===== config.mk =====
export PLATFORM = sky130hd
export DESIGN_NAME = mealey_acc_arbiter
export DESIGN_NICKNAME = d
export VERILOG_FILES = /design/src/rtl/mealey_acc_arb_types.sv /design/src/rtl/mealey_rr_arbiter.sv /design/src/rtl/mealey_acc_arbiter.sv
export SDC_FILE = /design/constraint.sdc
export NUM_CORES = 1
export LEC_CHECK = 0
export CAP_MARGIN = 20
export CORE_MARGIN = 2
export CORE_UTILIZATION = 57
export CTS_CLUSTER_SIZE = 40
export DETAILED_ROUTE_END_ITERATION = 10
export PLACE_DENSITY_LB_ADDON = 0.15
export SLEW_MARGIN = 10
export SYNTH_ARGS = -nofsm -noshare
export SYNTH_HDL_FRONTEND = slang
export SYNTH_HIERARCHICAL = 1
export SYNTH_SLANG_ARGS = --single-unit

===== constraint.sdc =====
create_clock -name system1000 -period 14.1 [get_ports system1000]
set_input_delay 2.115 -clock system1000 [delete_from_list [all_inputs] [get_ports system1000]]
set_output_delay 2.115 -clock system1000 [all_outputs]
set_load 0.01 [all_outputs]

===== src/rtl/mealey_acc_arb_types.sv =====
`default_nettype none
// ============================================================================
// Module      : mealey_acc_arb_types (package)
// Description : Shared types and constants for the mealey_acc_arbiter slice.
//               DEF_* values are the default build parameters; the typedefs
//               and clamp bounds below are sized for that default build.
//               Optional feature macro: MEALEY_ACC_ARB_SAT_EN (saturating
//               accumulate in the top level).
// Contents    : DEF_N_REQ, DEF_WIDTH, DEF_ID_W, acc_t, id_t, ACC_MAX,
//               ACC_MIN, rsp_t
// Revision    : 1.0 - initial release
// ============================================================================
package mealey_acc_arb_types;

   localparam int DEF_N_REQ = 4;
   localparam int DEF_WIDTH = 9;
   localparam int DEF_ID_W  = $clog2(DEF_N_REQ);

   typedef logic signed [DEF_WIDTH-1:0] acc_t;
   typedef logic        [DEF_ID_W-1:0]  id_t;

   localparam acc_t ACC_MAX = {1'b0, {(DEF_WIDTH-1){1'b1}}};
   localparam acc_t ACC_MIN = {1'b1, {(DEF_WIDTH-1){1'b0}}};

   typedef struct packed {
      logic valid;
      id_t  id;
      acc_t data;
      logic sat;
   } rsp_t;

endpackage
`default_nettype wire


===== src/rtl/mealey_rr_arbiter.sv =====
`default_nettype none
// ============================================================================
// Module      : mealey_rr_arbiter
// Description : Combinational round-robin arbiter. Candidates are scanned
//               from ptr+1 upward with modulo-N_REQ wrap; the first active
//               request wins.
// Ports       : req       - request vector
//               ptr       - index of the most recently served requester
//               grant     - one-hot grant (all zero when nothing requested)
//               grant_idx - binary index of the granted requester
//               any_grant - high when some request was granted
// Revision    : 1.0 - initial release
// ============================================================================
module mealey_rr_arbiter
   import mealey_acc_arb_types::*;
#(
   parameter int N_REQ = DEF_N_REQ,
   parameter int ID_W  = $clog2(N_REQ)
) (
   input  logic [N_REQ-1:0] req,
   input  logic [ID_W-1:0]  ptr,
   output logic [N_REQ-1:0] grant,
   output logic [ID_W-1:0]  grant_idx,
   output logic             any_grant
);

   logic [ID_W-1:0] w_cand;

   // k runs 1..N_REQ so the last candidate examined is ptr itself, which
   // lets a sole requester keep the grant cycle after cycle.
   always_comb begin
      grant     = '0;
      grant_idx = '0;
      any_grant = 1'b0;
      w_cand    = '0;
      for (int k = 1; k <= N_REQ; k++) begin
         w_cand = ID_W'((int'(ptr) + k) % N_REQ);
         if (!any_grant && req[w_cand]) begin
            grant[w_cand] = 1'b1;
            grant_idx     = w_cand;
            any_grant     = 1'b1;
         end
      end
   end

endmodule
`default_nettype wire


===== src/rtl/mealey_acc_arbiter.sv =====
`default_nettype none
// ============================================================================
// Module      : mealey_acc_arbiter
// Description : One signed accumulate datapath shared by N_REQ requesters,
//               each with its own accumulator context. A round-robin arbiter
//               grants one requester per cycle; the granted context is
//               updated and its pre-update value is returned one cycle later.
//               Optional macro MEALEY_ACC_ARB_SAT_EN: clamp the update to the
//               signed WIDTH range and report it on rsp_sat (otherwise the
//               add wraps and rsp_sat is 0).
// Ports       : system1000     - clock, rising edge
//               system1000_rst - asynchronous active-high reset
//               req_valid      - per-requester request valid
//               req_data       - per-requester signed operand, lane i at
//                                [i*WIDTH +: WIDTH]
//               req_clr        - per-requester clear-before-add
//               req_ready      - one-hot grant
//               rsp_valid      - response valid (one per accepted request)
//               rsp_id         - served requester index
//               rsp_data       - accumulator value before the update
//               rsp_sat        - clamp fired on the served update
// Revision    : 1.0 - initial release
// ============================================================================
module mealey_acc_arbiter
   import mealey_acc_arb_types::*;
#(
   parameter int N_REQ = DEF_N_REQ,
   parameter int WIDTH = DEF_WIDTH,
   parameter int ID_W  = $clog2(N_REQ)
) (
   input  logic                   system1000,
   input  logic                   system1000_rst,
   input  logic [N_REQ-1:0]       req_valid,
   input  logic [N_REQ*WIDTH-1:0] req_data,
   input  logic [N_REQ-1:0]       req_clr,
   output logic [N_REQ-1:0]       req_ready,
   output logic                   rsp_valid,
   output logic [ID_W-1:0]        rsp_id,
   output logic [WIDTH-1:0]       rsp_data,
   output logic                   rsp_sat
);

   logic signed [WIDTH-1:0] r_acc [N_REQ];
   logic [ID_W-1:0]         r_rr_ptr;
   logic                    r_rsp_valid;
   logic [ID_W-1:0]         r_rsp_id;
   logic [WIDTH-1:0]        r_rsp_data;

   logic signed [WIDTH-1:0] w_lane [N_REQ];
   logic [N_REQ-1:0]        w_grant;
   logic [ID_W-1:0]         w_idx;
   logic                    w_any;
   logic                    w_xfer;
   logic signed [WIDTH-1:0] w_op;
   logic signed [WIDTH-1:0] w_old;
   logic signed [WIDTH-1:0] w_base;
   logic signed [WIDTH-1:0] w_new;

   genvar g;
   generate
      for (g = 0; g < N_REQ; g++) begin : g_lane
         assign w_lane[g] = req_data[g*WIDTH +: WIDTH];
      end
   endgenerate

   mealey_rr_arbiter #(
      .N_REQ (N_REQ),
      .ID_W  (ID_W)
   ) u_arb (
      .req       (req_valid),
      .ptr       (r_rr_ptr),
      .grant     (w_grant),
      .grant_idx (w_idx),
      .any_grant (w_any)
   );

   // No grant is offered while reset is held, so a producer never sees a
   // handshake that the held-in-reset datapath would drop.
   assign req_ready = system1000_rst ? '0 : w_grant;
   assign w_xfer    = w_any & ~system1000_rst;

`ifdef MEALEY_ACC_ARB_SAT_EN
   localparam logic signed [WIDTH-1:0] c_ACC_MAX = {1'b0, {(WIDTH-1){1'b1}}};
   localparam logic signed [WIDTH-1:0] c_ACC_MIN = {1'b1, {(WIDTH-1){1'b0}}};

   logic signed [WIDTH:0] w_wide;
   logic                  w_sat;
   logic                  r_rsp_sat;
`endif

   always_comb begin
      w_op   = w_lane[w_idx];
      w_old  = r_acc[w_idx];
      w_base = req_clr[w_idx] ? '0 : w_old;
`ifdef MEALEY_ACC_ARB_SAT_EN
      // One extra bit holds the exact sum; overflow shows as the top two
      // bits disagreeing, and the top bit then gives the direction.
      w_wide = {w_base[WIDTH-1], w_base} + {w_op[WIDTH-1], w_op};
      w_sat  = (w_wide[WIDTH] != w_wide[WIDTH-1]);
      if (w_sat) begin
         w_new = w_wide[WIDTH] ? c_ACC_MIN : c_ACC_MAX;
      end else begin
         w_new = w_wide[WIDTH-1:0];
      end
`else
      w_new  = w_base + w_op;
`endif
   end

   always_ff @(posedge system1000 or posedge system1000_rst) begin
      if (system1000_rst) begin
         for (int i = 0; i < N_REQ; i++) begin
            r_acc[i] <= '0;
         end
         r_rr_ptr    <= ID_W'(N_REQ - 1);
         r_rsp_valid <= 1'b0;
         r_rsp_id    <= '0;
         r_rsp_data  <= '0;
      end else begin
         r_rsp_valid <= w_xfer;
         if (w_xfer) begin
            r_acc[w_idx] <= w_new;
            r_rr_ptr     <= w_idx;
            r_rsp_id     <= w_idx;
            r_rsp_data   <= w_old;
         end
      end
   end

`ifdef MEALEY_ACC_ARB_SAT_EN
   always_ff @(posedge system1000 or posedge system1000_rst) begin
      if (system1000_rst) begin
         r_rsp_sat <= 1'b0;
      end else if (w_xfer) begin
         r_rsp_sat <= w_sat;
      end
   end

   assign rsp_sat = r_rsp_sat;
`else
   assign rsp_sat = 1'b0;
`endif

   assign rsp_valid = r_rsp_valid;
   assign rsp_id    = r_rsp_id;
   assign rsp_data  = r_rsp_data;

endmodule
`default_nettype wire


== Word-level counts from Yosys, hierarchy flattened ==
Cells that the tools add are included.

* Flip-flop bits (word level): 50
* Input port bits: 46
* Output and inout port bits: 17
* Logic and storage cells: 82

* Add/sub/neg operators: 5
* Order comparisons: 11
* Muxes and demuxes: 41
* Bitwise operators: 6
* Reductions and logical operators: 11

{| class="wikitable"
|+ Operators by type and width
! operator !! number
|-
| $mux 9 || 6
|-
| $bmux 9 s2 || 2
|-
| $bwmux 36 || 1
|-
| $mux 4 || 5
|-
| $demux 9 s2 || 1
|-
| $lt 2x3->1 const B || 5
|-
| $mux 1 || 13
|-
| $or 4x4->4 || 3
|-
| $bmux 1 s2 || 5
|-
| $add 9x9->9 || 1
|-
| $demux 1 s2 || 4
|-
| $ge 2x1->1 const B || 4
|-
| $logic_and 1x1->1 || 8
|-
| $mux 2 || 4
|-
| $add 2x1->2 const B || 2
|-
| $add 2x2->2 const B || 2
|-
| $ge 3x3->1 const B || 1
|-
| $logic_not 1->1 || 3
|-
| $lt 3x1->1 const B || 1
|-
| $not 2->3 || 1
|-
| $and 1x1->1 || 1
|-
| $not 1->1 || 1
|}

== Logic depth before layout (Yosys ltp) ==
Gate-level depths: netlist (run 1).

* Word-level depth: 20
* Depth in mapped cells: 20
* Mapped depth without buffers: 15

== By module ==
Netlist (run 1), hierarchy kept.

{| class="wikitable"
|+ By module, submodules not included
! module !! times used !! cells an instance !! area each (um2) !! seq. area each (um2)
|-
| mealey_acc_arbiter || 1 || 286 || 2876.5 || 1253.7
|-
| mealey_rr_arbiter || 1 || 86 || 629.4 || 0.0
|}

== Worst setup path before layout (run 1) ==
No wires, ideal clock.

* Path kind: input -> register
* From: input req_valid[0]
* To: register r_acc[35] (netlist name)
* Library setup time: 0.128 ns
* Arrival time: 5.936 ns
* Required time: 13.972 ns
* Slack: 8.036 ns
* Stages on the path: 16
* Buffers on the path: 4
* Cell sequence: clkbuf_1 -> mux2i_1 -> a211oi_1 -> a311o_1 -> a221oi_1 -> buf_6 -> buf_4 -> buf_2 -> mux4_2 -> ha_1 -> fa_1 -> a211oi_1 -> nor3_1 -> a211oi_1 -> xnor2_2 -> o21ai_1

* Word-level cells in the longest chain between the ends: 19

{| class="wikitable"
|+ RTL lines
! what !! line !! source
|-
| start: declaration || mealey_acc_arbiter.sv:33 || <nowiki>input logic [N_REQ-1:0] req_valid,</nowiki>
|-
| $bmux 1 s2 || mealey_rr_arbiter.sv:38 || <nowiki>if (!any_grant && req[w_cand]) begin</nowiki>
|-
| $mux 1 (not written as such) || mealey_rr_arbiter.sv:38 ||
|-
| $mux 1 || mealey_rr_arbiter.sv:38 ||
|-
| $logic_not 1->1 || mealey_rr_arbiter.sv:38 ||
|-
| $logic_and 1x1->1 || mealey_rr_arbiter.sv:38 ||
|-
| $mux 1 || mealey_rr_arbiter.sv:38 ||
|-
| $logic_not 1->1 || mealey_rr_arbiter.sv:38 ||
|-
| $logic_and 1x1->1 || mealey_rr_arbiter.sv:38 ||
|-
| [3 not listed] || - ||
|-
| $mux 2 * || mealey_rr_arbiter.sv:38 ||
|-
| net w_idx[0] || mealey_acc_arbiter.sv:51 || <nowiki>logic [ID_W-1:0] w_idx;</nowiki>
|-
| $not 2->3 (not written as such) || mealey_acc_arbiter.sv:92, mealey_acc_arbiter.sv:93, mealey_acc_arbiter.sv:122 ||
|-
| $bmux 9 s2 || mealey_acc_arbiter.sv:93 || <nowiki>w_old = r_acc[w_idx];</nowiki>
|-
| $mux 9 (not written as such) (2 in series) || mealey_acc_arbiter.sv:93 ||
|-
| $mux 9 || mealey_acc_arbiter.sv:94 || <nowiki>w_base = req_clr[w_idx] ? '0 : w_old;</nowiki>
|-
| $add 9x9->9 || mealey_acc_arbiter.sv:106 || <nowiki>w_new = w_base + w_op;</nowiki>
|-
| $bwmux 36 * || mealey_acc_arbiter.sv:122 || <nowiki>r_acc[w_idx] <= w_new;</nowiki>
|-
| end signal: indexed assignment || mealey_acc_arbiter.sv:122 ||
|-
| end: declaration || mealey_acc_arbiter.sv:43 || <nowiki>logic signed [WIDTH-1:0] r_acc [N_REQ];</nowiki>
|}

Mark *: on every way through the listed nets, which the timed path passes. The rest lies on a longest branch. The select of a mux whose other input is x is not followed.
A chain may end at the register's enable or synchronous reset.

== Final worst setup path (run 1) ==
* From: input req_valid[0]
* To: output req_ready[0]

* Word-level cells in the longest chain between the ends: 13

{| class="wikitable"
|+ RTL lines
! what !! line !! source
|-
| $bmux 1 s2 || mealey_rr_arbiter.sv:38 ||
|-
| $mux 1 (not written as such) || mealey_rr_arbiter.sv:38 ||
|-
| $mux 1 || mealey_rr_arbiter.sv:38 ||
|-
| $logic_not 1->1 || mealey_rr_arbiter.sv:38 ||
|-
| $logic_and 1x1->1 || mealey_rr_arbiter.sv:38 ||
|-
| $mux 1 || mealey_rr_arbiter.sv:38 ||
|-
| $logic_not 1->1 || mealey_rr_arbiter.sv:38 ||
|-
| $logic_and 1x1->1 || mealey_rr_arbiter.sv:38 ||
|-
| $mux 1 || mealey_rr_arbiter.sv:38 ||
|-
| $logic_not 1->1 || mealey_rr_arbiter.sv:38 ||
|-
| $logic_and 1x1->1 || mealey_rr_arbiter.sv:38 ||
|-
| $mux 4 * || mealey_rr_arbiter.sv:38 ||
|-
| net w_grant[0] || mealey_acc_arbiter.sv:50 || <nowiki>logic [N_REQ-1:0] w_grant;</nowiki>
|-
| $mux 4 * || mealey_acc_arbiter.sv:79 || <nowiki>assign req_ready = system1000_rst ? '0 : w_grant;</nowiki>
|-
| end: declaration || mealey_acc_arbiter.sv:36 || <nowiki>output logic [N_REQ-1:0] req_ready,</nowiki>
|}

Marked as above.

==> results.md, run 1 <==
- Synth top area share: 0.343
- Setup bufs post-CTS: 0
- Final wirelength: 8.62 mm
- Run status: complete, no violations
- Worst Path Required: 11.98 ns
- Kind of critical path: in2out
- CTS root buf: clkbuf_8
- Num rows: 28
- All-layer global routing usage: 0.269
- Initial antenna violation count: 0
- Flops & latches, synth: 50
- Logic pwr share: 0.688
- Worst Hold Class: reg2reg
- Drt drc: 0
- Average wire per standard cell: 17.5 um
- Area growth from synthesis to final layout: 21.3%
- Grt peak-use layer: met2
- Leak pwr: 0.00186 uW
- Headroom to the max-slew limit: 0.458
- Fraction of registers with async set/reset: 1.00
- EDFF count, synth: 0
- Syn_nets: 435
- Diode count: 0
- I/O Pins: 63
- Layout filler cell count: 452
- PwrDens: 272 mW/mm^2
- Clock latency at the later pin of the worst-skew pair: 0.31 ns
- First-pass GRT wire length: 13.5 mm
- Top cells by area, synth: dfrtp_1 (34%), mux4_2 (13%), nand2_1 (10%), ha_1 (5.7%), o21ai_0 (2.7%)
- Gpl congestion: 0.900
- Die area: 0.00679 sq mm
- CP max FO: 16
- Final HPWL DP: 6.29 mm
- CP arrival: 4.74 ns
- Port bufs: 61
- Setup TNS: 0 ns
- Clock sink count: 50
- Die Height: 82.4 um
- CTS Hold Bufs: 0
- Clock slew at reported path FFs: 0.09 ns
- Ys flop type: dfrtp_1
- Sw Share: 0.467
- CTS Buffer Depth: 2
- Synthesized area: 0.00351 sq mm
- Ys Warns: 6
- Slew @ Worst Pin: 0.806 ns
- Largest net degree at the start of global routing: 51
- Initial Util: 0.592
- Vias in the first global route: 2748
- GR Layer Usage met2: 0.430
- Grt total ovfl: 0
- Area of the core: 0.00592 sq mm
- Dominant cell type by area after synthesis: dfrtp_1
- Final clock skew: 0.0114 ns
- Final max-slew violation count: 0
- Tcrit/Tclk final: 0.486
- NumNets Final: 480
- Drt pass-1 iters: 5
- Max Cap Viol: 0
- Library cells used by synthesis: 51
- Die X: 82.4 um
- Worst Setup End Kind: output pin
- Grt met3 use: 0.0359
- Syn Inst Count: 372
- Initial DRC count: 294
- RSZ-0062 raised after global routing: no
- Worst VDD drop: 0.170 mV
- Final setup fails: 0
- Sequential fraction of the synthesis area: 0.358
- Number of nets with antenna violations after detailed routing: 0
- Syn_area_per_cell: 9.42 sq um
- Final hold viol count: 0
- Via count: 3082
- TritonCTS buffer count: 5
- Post-cts sizing count: 0
- Crit path time final: 6.85 ns
- Routed vias/inst: 6.25
- Cell Int Power: 617 uW
- Fmax: 146 MHz
- GR Util met1: 0.384
- Hold Slack: 0.479 ns
- Clk pwr share: 0.089
- Sequential share of power: 0.223
- Setup crit start kind: primary input
- H-tree lvl count: 2
- Layout cell share with drive strength beyond 1: 0.108
- Psw: 540 uW
- CTS tree: built
synth_stat cells, types with 2 or more instances:
master and number:
nor2_1 11, and3_1 2, mux4_2 21, a2111o_1 4, nor3b_1 3, dfstp_2 2
nand3b_1 3, buf_4 2, a21oi_1 8, mux2i_1 3, o21ai_0 19, buf_2 7
ha_1 16, nand3_1 7, nor3_1 2, buf_6 3, nor2b_1 12, o211a_1 4
dfrtp_1 48, inv_1 10, o21ai_1 4, nand4_1 6, xor2_1 2, o211ai_1 5
xnor2_1 2, nand2_1 97, and2b_1 2, or3_1 7, o31ai_1 4, clkbuf_1 14
a211oi_1 5, a31oi_1 8, a21o_1 6, nand2b_1 4, or2_2 2, xnor2_2 2
power by group through the flow:
| stage | Sequential [uW] | Combinational (uW) | Clock [uW] |
|---|---|---|---|
| after floorplan | 250 | 592 | 0 |
| after global placement | 257 | 766 | 0 |
| after detailed placement | 260 | 783 | 0 |
| after CTS | 257 | 790 | 102 |
| after global routing | 267 | 876 | 109 |
| final | 258 | 795 | 103 |
path summary, 6_finish.rpt:
kind | slack [ns] | to | cells past startpoint | start
worst max-delay path | 7.25 | req_ready[0] | 7 | req_valid[0]
worst min-delay path | 0.48 | r_acc[9] | 2 | r_acc[9]
worst max register to register | 8.58 | r_acc[35] | 16 | r_rr_ptr[0]
worst min register to register | 0.48 | r_acc[9] | 2 | r_acc[9]
max in group asynchronous | 11.19 | r_rr_ptr[0] | 3 | system1000_rst
min in group asynchronous | 2.34 | r_acc[33] | 2 | system1000_rst
final cells by class:
class / instances / area [sq um] / share of cell area
Timing Repair Buffer: 64 / 646 / 0.152
Clock inverter: 3 / 43.8 / 0.0103
Clock buffer: 5 / 68.8 / 0.0162
Inverter: 10 / 37.5 / 0.00883
Sequential cell: 50 / 1250 / 0.295
Tap cell: 75 / 93.8 / 0.0221
Multi-Input combinational cell: 286 / 2110 / 0.496
routing by layer:
layer | vias to the layer above | wire, um
li1 | 1415 | -
met2 | 154 | 4100
met4 | 0 | 198
met3 | 21 | 669
met1 | 1492 | 3650
met5 | - | 0
stage by stage:
step / worst slack (ns) / power, uW / instance area [sq um] / std cells / utilization
2_1_floorplan: 8.04 / 842 / 3510 / 372 / -
3_3_place_gp: 7.32 / 1020 / 4120 / 484 / 0.696
3_5_place_dp: 7.25 / 1040 / 4120 / 484 / 0.696
4_1_cts: 7.26 / 1150 / 4230 / 492 / 0.715
5_1_grt: 7.08 / 1250 / 4250 / 493 / 0.718
6_report: 7.25 / 1160 / 4250 / 493 / 0.718
layout by cell type, fill, tap and decap left out, types with 5 or more instances in the layout:
master,instances
nand2_1,97
clkdlybuf4s50_1,61
dfrtp_1,48
mux4_2,21
o21ai_0,19
ha_1,16
nor2b_1,12
nor2_1,11
inv_1,9
a21oi_1,8
a31oi_1,8
nand3_1,7
or3_1,7
a21o_1,6
nand4_1,6
o211ai_1,5
clkbuf_8,5
critical path: stages:
cell             delay [ns]
clkdlybuf4s50_1        0.59
mux4_2                 0.70
or3_1                  0.39
a21oi_1                0.16
a2111o_1               0.13
nor2b_1                0.11
clkdlybuf4s50_1        0.54
sequential cells by signal, indices dropped and copies added, names as in the netlist:
register,flops
r_acc,36
r_rr_ptr,2
rsp_data,9
rsp_id,2
rsp_valid,1
cells by family (layout without fill, tap and decap cells):
| kind of cell | Yosys count | in the layout | share of synthesized area |
|---|---|---|---|
| AOI/OAI and AO/OA | 75 | 75 | 0.147 |
| xor gates and xnor gates | 6 | 6 | 0.0193 |
| adders and majority gates | 17 | 17 | 0.0628 |
| buffers and inverters | 36 | 82 | 0.0496 |
| DFF | 50 | 50 | 0.358 |
| muxes | 25 | 25 | 0.147 |
| other | 1 | 1 | 0.00107 |
| and+or+nand+nor | 162 | 162 | 0.216 |
Note: power is estimated with default switching activity, not from simulation.
==> run 2, diff against run 1 <==
- CORE_UTILIZATION: 57 -> 53
- clock period: 14.1 -> 6.85 ns (I/O delays scaled with it)
==> run 2 against run 1 <==
Net effect:
- global-route usage down 2.0 points
- sequential cell count unchanged
- register-to-register slack worse by 7.2 ns
- clock power up 74%
- via count down 1.3%
- combinational power up 100%
- worst setup slack worse by 5.8 ns
- non-clock buffer count up 1
- clock-buffer cell count up 1
- largest cell class unchanged
- largest power group unchanged
- highest routed layer unchanged
==> results.md, run 2 (synthesis results as in run 1) <==
- Crit path time final: 5.43 ns
- Drt drc: 0 (unchanged)
- Setup TNS: 0 ns (unchanged)
- Max reg flops: 36 (unchanged)
- Via count: 3041 (-1.3%)
- Worst Setup SP: r_rr_ptr[0]
- Run status: complete, no violations
- Initial DRC count: 121 (-59%)
- Setup bufs post-CTS: 0 (unchanged)
- Final max-slew violation count: 0 (unchanged)
- I/O Pins: 63 (unchanged)
- Area growth from synthesis to final layout: 21.1%
- Diode count: 0 (unchanged)
- First-pass GRT wire length: 14.4 mm (+6.6%)
- Headroom to the max-slew limit: 0.457 (-0.000962)
- Largest register by flop count: r_acc
- CTS root buf: clkbuf_8
- H-tree lvl count: 2 (unchanged)
- Clock latency at the later pin of the worst-skew pair: 0.31 ns (about the same)
- Routed vias/inst: 6.13 (-1.9%)
- Die area: 0.00728 sq mm (+7.2%)
- RSZ-0062 raised after global routing: no
- Gpl congestion: 0.926 (+2.9%)
- CP arrival: 5.62 ns (+0.88 ns)
- Final setup fails: 0 (unchanged)
- Initial Util: 0.549 (-0.0432)
- Number of nets with antenna violations after detailed routing: 0 (unchanged)
- Layout cell share with drive strength beyond 1: 0.110 (+0.00213)
- Worst Setup End Kind: flip-flop
- HP Start: rsp_data[3]
- Final hold viol count: 0 (unchanged)
- CTS Hold Bufs: 0 (unchanged)
- Fmax: 184 MHz
- Setup crit start kind: flip-flop
- Layout filler cell count: 521 (+15%)
- Drt pass-1 iters: 5 (unchanged)
- Port bufs: 61 (unchanged)
- Num rows: 29 (+3.6%)
- Initial antenna violation count: 0 (unchanged)
- Vias in the first global route: 2945 (+7.2%)
- Multi-input logic area: 0.00211 sq mm (unchanged)
- Final HPWL DP: 6.39 mm (+1.7%)
- Slew @ Worst Pin: 0.808 ns (+0.00143 ns)
- CTS tree: built
- Die Height: 85.3 um (+3.5%)
- Most frequent cells in the layout: nand2_1 (97), clkdlybuf4s50_1 (61), dfrtp_1 (48), mux4_2 (21), o21ai_0 (19)
- Die X: 85.3 um (+3.5%)
- Grt total ovfl: 0 (unchanged)
- Final wirelength: 8.62 mm (about the same)
- Kind of critical path: reg2reg
- CTS Buffer Depth: 2 (unchanged)
- Clock slew at reported path FFs: 0.09 ns (about the same)
- Post-cts sizing count: 0 (unchanged)
- Commonest non-fill, non-tap cell in the layout: nand2_1
- Average wire per standard cell: 17.4 um (-0.59%)
- All-layer global routing usage: 0.249 (-0.0197)
- Placed cells: 487 (+0.62%)
- Worst Hold Class: reg2reg
- Register area: 0.00125 sq mm (unchanged)
- Clock sink count: 50 (unchanged)
- Non-filler instance count after layout: 496 (+0.61%)
- Hold Slack: 0.479 ns (-0.000133 ns)
- TritonCTS buffer count: 5 (unchanged)
- Pwr Total: 2320 uW (+100%)
- Tcrit/Tclk final: 0.792
- Largest net degree at the start of global routing: 51 (unchanged)
- Crit Reg-Reg Startpoint: r_rr_ptr[0]
- Leak pwr: 0.00186 uW (-0.34%)
- Worst VDD drop: 0.274 mV (+61%)
- CP max FO: 21 (+5)
- Worst Path Required: 7.04 ns (-4.94 ns)
- PwrDens: 548 mW/mm^2 (+100%)
- Area of the core: 0.00639 sq mm (+7.9%)
- NumNets Final: 481 (+0.21%)
- Max Cap Viol: 0 (unchanged)
- Final clock skew: 0.0115 ns (+0.0000504 ns)
[run 2: per-layer routing]
layer	global-route usage	vias up	routed length [um]
li1	-	1417	-
met3	0.0379	19	527
met4	0.0823	0	197
met2	0.415	121	4260
met1	0.335	1484	3640
met5	0	-	0
[run 2: per-stage QoR]
step,util,area [sq um],setup WS [ns]
finish,0.665,4240,1.42
global placement,0.647,4130,1.27
floorplan,-,3510,1.62
CTS,0.661,4220,1.41
global route,0.665,4240,1.09
detailed placement,0.647,4130,1.24
[run 2: power breakdown]
group,internal (uW),switching [uW]
Combinational,725,885
Clock,81.3,97.8
Sequential,439,95.3
[run 2: layout make-up]
| cell class | instances | area share |
|---|---|---|
| inverters | 10 | 0.00884 |
| well taps | 77 | 0.0227 |
| clock buffers | 6 | 0.0195 |
| clock inverters | 2 | 0.00295 |
| repair buffers | 65 | 0.154 |
| multi-input cells | 286 | 0.497 |
| flip-flops and latches | 50 | 0.295 |
[run 2: critical path, cell delays in order, from the launching register on]
cell and delay [ns]:
dfstp_2 0.83, inv_1 0.18, ha_1 0.55, inv_1 0.23, a311o_1 0.34, a221oi_4 0.55
buf_4 0.31, mux4_2 0.52, nor2b_1 0.18, ha_1 0.29, a21o_1 0.15, a21o_1 0.22
a21oi_1 0.48, nor3b_1 0.09, or3_1 0.38
[run 2: path summary, 6_finish.rpt]
kind / slack, ns / end / depth (start not counted)
worst max-delay path: 1.42 / r_acc[5] / 14
worst min-delay path: 0.48 / rsp_data[3] / 2
worst max register to register: 1.42 / r_acc[5] / 14
worst min register to register: 0.48 / rsp_data[3] / 2
max in group asynchronous: 5.19 / r_acc[26] / 3
min in group asynchronous: 1.15 / rsp_id[1] / 2
